--- config.mk ---
export PLATFORM = sky130hd
export DESIGN_NAME = logic_op_pipe
export DESIGN_NICKNAME = d
export VERILOG_FILES = /design/src/rtl/logic_op_pipe.sv
export SDC_FILE = /design/constraint.sdc
export NUM_CORES = 1
export LEC_CHECK = 0
export ABC_AREA = 1
export BUFFER_PORTS_ARGS = -buffer_cell sky130_fd_sc_hd__buf_2
export CAP_MARGIN = 25
export CORE_ASPECT_RATIO = 1.1
export CORE_MARGIN = 5
export CORE_UTILIZATION = 55
export DETAILED_ROUTE_END_ITERATION = 7
export PLACE_DENSITY_LB_ADDON = 0.08
export SLEW_MARGIN = 5
export SYNTH_ARGS = -nofsm -noshare
export SYNTH_HDL_FRONTEND = slang
export SYNTH_SLANG_ARGS = --single-unit
export TNS_END_PERCENT = 10
--- constraint.sdc ---
create_clock -name clk -period 3.6 [get_ports clk]
set_input_delay 0.36 -clock clk [delete_from_list [all_inputs] [get_ports clk]]
set_output_delay 0.36 -clock clk [all_outputs]
set_load 0.03 [all_outputs]
--- src/rtl/logic_op_pipe.sv ---
// WIDTH-bit AND/XOR/OR/MUX unit over an STAGES-deep valid/ready register pipeline.
// Result on y STAGES-1 edges after acceptance; stalled stages freeze while empty ones still fill.
module logic_op_pipe #(
    parameter int WIDTH  = 8,
    parameter int STAGES = 2
) (
    input  logic             clk,
    input  logic             rst,
    input  logic             in_valid,
    output logic             in_ready,
    input  logic [WIDTH-1:0] a,
    input  logic [WIDTH-1:0] b,
    input  logic             sel,
    input  logic [1:0]       op,
    output logic             out_valid,
    input  logic             out_ready,
    output logic [WIDTH-1:0] y,
    output logic [15:0]      out_count
);

    logic [STAGES-1:0] r_vld;
    logic [WIDTH-1:0]  r_data [STAGES];
    logic [15:0]       r_count;

    logic [STAGES-1:0] w_load;
    logic              w_in_fire;
    logic              w_out_fire;
    logic [WIDTH-1:0]  w_res;

    // A stage may load when out_ready is high or any stage at or beyond it is empty;
    // this is the unrolled form of load[i] = !vld[i] || load[i+1].
    always_comb begin
        w_load = '0;
        for (int i = 0; i < STAGES; i++) begin
            w_load[i] = out_ready;
            for (int j = i; j < STAGES; j++) begin
                if (!r_vld[j]) begin
                    w_load[i] = 1'b1;
                end
            end
        end
    end

    always_comb begin
        case (op)
            2'b00:   w_res = a & b;
            2'b01:   w_res = a ^ b;
            2'b10:   w_res = sel ? b : a;
            default: w_res = a | b;
        endcase
    end

    assign in_ready   = !rst && w_load[0];
    assign w_in_fire  = in_valid && in_ready;
    assign w_out_fire = r_vld[STAGES-1] && out_ready;

    always_ff @(posedge clk) begin
        if (rst) begin
            r_vld   <= '0;
            r_count <= '0;
            for (int i = 0; i < STAGES; i++) begin
                r_data[i] <= '0;
            end
        end else begin
            if (w_load[0]) begin
                r_vld[0] <= w_in_fire;
                if (w_in_fire) begin
                    r_data[0] <= w_res;
                end
            end
            // Data only moves with a valid beat so an emptied output keeps its last value.
            for (int i = 1; i < STAGES; i++) begin
                if (w_load[i]) begin
                    r_vld[i] <= r_vld[i-1];
                    if (r_vld[i-1]) begin
                        r_data[i] <= r_data[i-1];
                    end
                end
            end
            if (w_out_fire) begin
                r_count <= r_count + 16'd1;
            end
        end
    end

    assign out_valid = r_vld[STAGES-1];
    assign y         = r_data[STAGES-1];
    assign out_count = r_count;

endmodule

; ---- Yosys cells after proc, flatten, opt, wreduce, memory -nomap -nowiden
; Memory sizes are Yosys's and may differ from the RTL's.
; Cells that the tools add are included.
; Widths: inputs -> output; s select.
[op_classes]
addsub = 1
n_eq_ne = 2
muxes = 17
n_bitwise = 5
reduce_logical = 5
[op_table]
columns = cell, count
row1 = $mux 8, 3
row2 = $pmux 8 s3, 1
row3 = $add 16x1->16 const B, 1
row4 = $mux 1, 13
row5 = $and 8x8->8, 1
row6 = $or 8x8->8, 1
row7 = $xor 8x8->8, 1
row8 = $logic_and 1x1->1, 3
row9 = $eq 2x1->1 const B, 1
row10 = $eq 2x2->1 const B, 1
row11 = $logic_not 2->1, 1
row12 = $or 1x1->1, 2
row13 = $logic_not 1->1, 1
[word_totals]
ff_bits = 18
mem_bits_rw = 16
wordCells = 34
memories = 1
[memory_table]
columns = name, depth, width, rd, rd_clocked_by_memory_dff, wr, line
row1 = r_data, 2, 8, 2, 0, 2, 22  ; logic [WIDTH-1:0] r_data [STAGES];

; ---- Logic depth before layout (Yosys ltp)
; Gate-level depths: netlist of run 1.
[logic_depth]
word_depth = 9
depth_mapped = 8

; ---- Least setup slack after synthesis of run 1
; No wires, ideal clock.
[synth_path]
kind = reg-to-reg
from = reg r_vld[1]
to = mem r_data[0][0] (enable)
arrival_time_ns = 1.291
t_required_ns = 3.216
setup_slack_ns = 1.925
stages_incl_launch_ff = 4
synth_period_minus_slack_ns = 1.675
cell_sequence = dfxtp_1 > nand3_2 > nand2_2 > o21ai_0
[synth_rtl]
columns = item, line
row1 = "start, declared", 21  ; logic [STAGES-1:0] r_vld;
row2 = "start signal, assigned by index", 74  ; r_vld[i] <= r_vld[i-1];
row3 = "end, declared", 22

==> results of run 1 <==
## cell type report
cell class / count / share of cell area [%]
clock buffers: 6 / 3.37
clock inverters: 2 / 0.306
inverters: 50 / 7.66
multi-input cells: 187 / 42.0
flip-flops and latches: 34 / 34.3
well taps: 50 / 2.55
repair buffers: 48 / 9.81
## per-stage QoR
step / area, um2 / util, % / setup WS, ps / hold WS, ps / total power (uW)
6_report: 2450 / 66.0 / 1910 / 336 / 832
4_1_cts: 2450 / 66.0 / 1880 / 330 / 840
3_5_place_dp: 2360 / 63.6 / 1580 / 470 / 564
2_1_floorplan: 2150 / - / 1930 / 429 / 536
5_1_grt: 2450 / 66.0 / 1830 / 336 / 878
3_3_place_gp: 2360 / 63.6 / 1620 / 462 / 562
## sequential cells by signal, summed over array words and instances, names as in the netlist
register,flops
r_vld,2
r_data,16
out_count,16
## cell families (layout without fill, tap and decap cells)
family / Yosys count / after routing / share of synthesized area, %
DFF: 34 / 34 / 39.2
AOI/OAI and AO/OA: 33 / 33 / 9.38
adders and majority gates: 17 / 17 / 9.91
xor gates and xnor gates: 1 / 1 / 0.408
buffers and inverters: 61 / 106 / 12.9
and+or+nand+nor: 136 / 136 / 28.2
## worst min path at each step
stage	from	endpoint	slack [ps]	cells past startpoint
after CTS	rst	out_count[0]	330	2
after floorplan	rst	r_vld[0]	430	1
final	rst	r_vld[1]	340	2
after global routing	rst	out_count[0]	340	2
after global placement	out_count[2]	out_count[2]	460	2
after detailed placement	out_count[2]	out_count[2]	470	2
## worst reg2reg max path, stage by stage (launching register included)
cell     delay, ps
dfxtp_1        360
nand3_2        110
nand2_2         80
o21ai_0        750
## cells in the final DEF, fill, tap and decap left out, drive strengths merged, types with 3 or more instances in the layout
master	count
dfxtp	18
edfxtp	16
nand3	11
nand2	58
nor3	3
inv	50
buf	48
clkbuf	6
a21oi	15
ha	17
nor2	61
o21ai	8
nand4	3
o211ai	6
## power by group
group | switching (uW) | internal, uW
Clock | 127 | 150
Sequential | 5.46 | 425
Combinational | 82.3 | 41.4
Total | 215 | 617
## per-layer routing
layer	up-vias	wire length [um]	GRT usage (%)
met3	7	325	5.01
met5	-	0	0
li1	967	-	-
met1	771	1850	19.4
met2	53	1660	27.3
met4	0	65	7.16
==> results.cfg, run 1 <==
[setup_path]
crit_chain = buf_2 > inv_2 > nand2_2 > o21ai_0
slowest_delay_ps = 750
startpoint = rst
r2r_setup_slack_ps = 1930
regToRegStartpoint = r_vld[1]
critPathBufInv = 2
critPathSlowestCell = o21ai_0
required_ps = 3500
critPathKind = input pin to register
endpoint_kind = register
cp-start-kind = input pin
cp.depth = 4
worstPathArrival_ps = 1590
crit_end = r_data[0][7]
reg2reg_depth = 3
cp_max_fo = 16
rr_endpoint = r_data[0][7]
crit_family = compound AO/OA/AOI/OAI gates

[clock_tree]
clock_latency_ps = 280
clockBufferDepth = 2
cts.repair.resized = 0
cts_tree = built
cts-buffers-inserted = 5
post_cts_buffers = 0
cts_num_sinks = 34
cts_hold_buf = 0
h-tree-depth = 2
clock-root-buffer = clkbuf_8
path_clk_slew_ps = 60

[timing]
max_freq_ghz = 0.591
fin_crit_ps = 1690
finalClockSkew_ps = 9.63
slew_headroom_pct = 36.5
fin_crit_sh_pct = 47.0
worst_slew_pin_slew_ps = 942
finalSetupViolCount = 0
tns_ps = 0
hold_violations = 0
drv_slew = 0
rsz0062_at_grt = false

[logic_synthesis]
yosysWarningCount = 0
ys_types = 30
ys_ff_latch = 34
synth_area_leaders = edfxtp_1, dfxtp_1, ha_1
synth_top_area_share_pct = 22.4
synth_cells = 282
synth_area_mm2 = 0.00215
async_flop_share_pct = 0
ys_seq_area_share_pct = 39.2
synth_flop_cell = dfxtp_1
synth_top_cell_by_area = edfxtp_1
synth_commonest_cells = nand2_1, nor2_1, inv_1
syn_avg_cell_area_um2 = 7.61
synth_nets = 322
synth_edf_count = 16

[final_layout]
layout.cells.non_filler = 377
fin_nets = 366
drive_above_1_share_pct = 22.0
seq_area_um2 = 841
final.fill_count = 338
syn2layout_area_growth_pct = 14.1
multiInputGateArea_mm2 = 0.00103
n_antenna_cell = 0

[die]
coreArea_mm2 = 0.00371
die_x_um = 69.6
io_pins = 49
num_rows = 23
dieArea_mm2 = 0.00525
floorplan.initialDensity_pct = 57.8
die_y_um = 75.5

[global_route]
grt_pass1_wl_mm = 6.82
grt_max_degree = 17
gr-total-overflow = 0
grt_pass1_vias = 1627
track_usage_pct = 16.2
antenna_found_initial = 0

[drt]
wire_per_inst_um = 10.3
vias = 1798
ant_nets = 0
first_iter_violations = 44
drcViolationCount = 0
drt_wl_total_mm = 3.90
drtPass1Iterations = 4
viasPerCell = 4.77

[run_status]
status = finished, final reports clean

[flow_run]
max_cap_violations = 0

[power]
leakage_uw = 0.00123
powerDensity_mw_per_mm2 = 339
ir_drop_uv = 217

[hold_path]
hold_class = input pin to register

[place]
place_congestion = 0.798
io_buffer_count = 48
placed_cells = 369
place_hpwl_mm = 3.06
Note: power is estimated with default switching activity, not from simulation.
==> run 2, diff against run 1 <==
CORE_UTILIZATION = 54   (was 55)
clock period = 1.75 ns   (was 3.6 ns; I/O delays follow)
==> results.cfg, run 2 (same netlist as run 1, synthesis figures left out) <==
[timing]
drv_slew = 0
slew_headroom_pct = 76.3
rsz0062_at_grt = false
fin_crit_ps = 1360
hold_ws_ps = 134
finalSetupViolCount = 0
fin_crit_sh_pct = 77.5
worst_slew_pin_slew_ps = 356
finalClockSkew_ps = 8.57
tns_ps = 0
max_freq_ghz = 0.738
hold_violations = 0

[run_status]
status = finished, final reports clean

[drt]
vias = 1801
ant_nets = 0
first_iter_violations = 79
drtPass1Iterations = 4
wire_per_inst_um = 10.2
drcViolationCount = 0
viasPerCell = 4.73
drt_wl_total_mm = 3.90

[place]
place_hpwl_mm = 3.08
placed_cells = 373
place_congestion = 0.871
place_area_mm2 = 0.00238
io_buffer_count = 48

[die]
coreArea_mm2 = 0.00390
num_rows = 24
die_x_um = 70.1
die_y_um = 76.1
io_pins = 49
dieArea_mm2 = 0.00534
floorplan.initialDensity_pct = 55.0

[clock_tree]
clockBufferDepth = 2
cts.repair.resized = 0
clock-root-buffer = clkbuf_8
cts-buffers-inserted = 5
path_clk_slew_ps = 70
post_cts_buffers = 0
h-tree-depth = 2
clock_latency_ps = 280
cts_tree = built
cts_num_sinks = 34
cts_hold_buf = 0

[setup_path]
critPathBufInv = 2
critPathKind = register to primary output
crit_family = flip-flops
startpoint = r_vld[1]
cp_max_fo = 4
required_ps = 1570
crit_chain = nand3_2 > nand2_2 > inv_1 > buf_2
critPathSlowestCell = dfxtp_1
endpoint_kind = primary output
regToRegStartpoint = out_count[0]
slowest_delay_ps = 440
worstPathArrival_ps = 1180
cp-start-kind = register

[final_layout]
postLayoutCoreUtil_pct = 63.2
layout.cells.non_filler = 381
syn2layout_area_growth_pct = 14.9
final.fill_count = 367
n_antenna_cell = 0
final_cell_area_mm2 = 0.00247
final_cell_mix = nand2_1, nor2_1, buf_2
drive_above_1_share_pct = 22.5
fin_nets = 368

[global_route]
track_usage_pct = 14.8
grt_pass1_wl_mm = 6.60
gr-total-overflow = 0
antenna_found_initial = 0
grt_pass1_vias = 1549
grt_max_degree = 17

[hold_path]
hold_class = input pin to register
min_from = rst

[power]
powerDensity_mw_per_mm2 = 691
ir_drop_uv = 499
leakage_uw = 0.00124

[flow_run]
max_cap_violations = 0
## run 2: changes by cell type in the layout (fill, tap and decap cells not counted)
cell,before,now
buf_4,0,2
## run 2: final cells by class
class | count | area [um2] | share of cell area (%)
inverters | 50 | 188 | 7.61
clock inverters | 2 | 7.51 | 0.304
multi-input cells | 187 | 1030 | 41.7
well taps | 52 | 65.1 | 2.64
clock buffers | 6 | 82.6 | 3.35
flip-flops and latches | 34 | 841 | 34.1
repair buffers | 50 | 255 | 10.3
## run 2: worst reg2reg max path, stage by stage, from the launching register on
cell	delay [ps]
dfxtp_1	380
ha_1	180
nand2_1	100
nor2_1	170
nand4_1	150
o21ai_0	180
nor2_1	60
## run 2: path summary, 6_finish.rpt
path	to	slack (ps)	cells past startpoint
max	in_ready	390	4
min	r_vld[1]	130	2
max reg2reg	out_count[14]	430	6
min reg2reg	out_count[2]	480	2
## run 2: metal layers
metal / wire length [um] / global-route usage, % / share of wire [%]
met5: 0 / 0 / 0
met4: 24 / 4.60 / 0.62
met3: 340 / 4.22 / 8.7
met2: 1760 / 23.5 / 45
met1: 1780 / 19.4 / 46
## run 2: report_power, final
group	leakage, uW	internal (uW)	total (uW)	switching (uW)
logic	0.000877	88.4	258	169
registers	0.000315	874	886	12.0
clock network	0.0000463	309	562	253
total	0.00124	1270	1710	434
## run 2: metrics by stage
stage	power, uW	worst slack, ps
finish	1710	394
global route	1810	215
CTS	1730	383
detailed placement	1160	422
global placement	1160	452
floorplan	1100	75.2
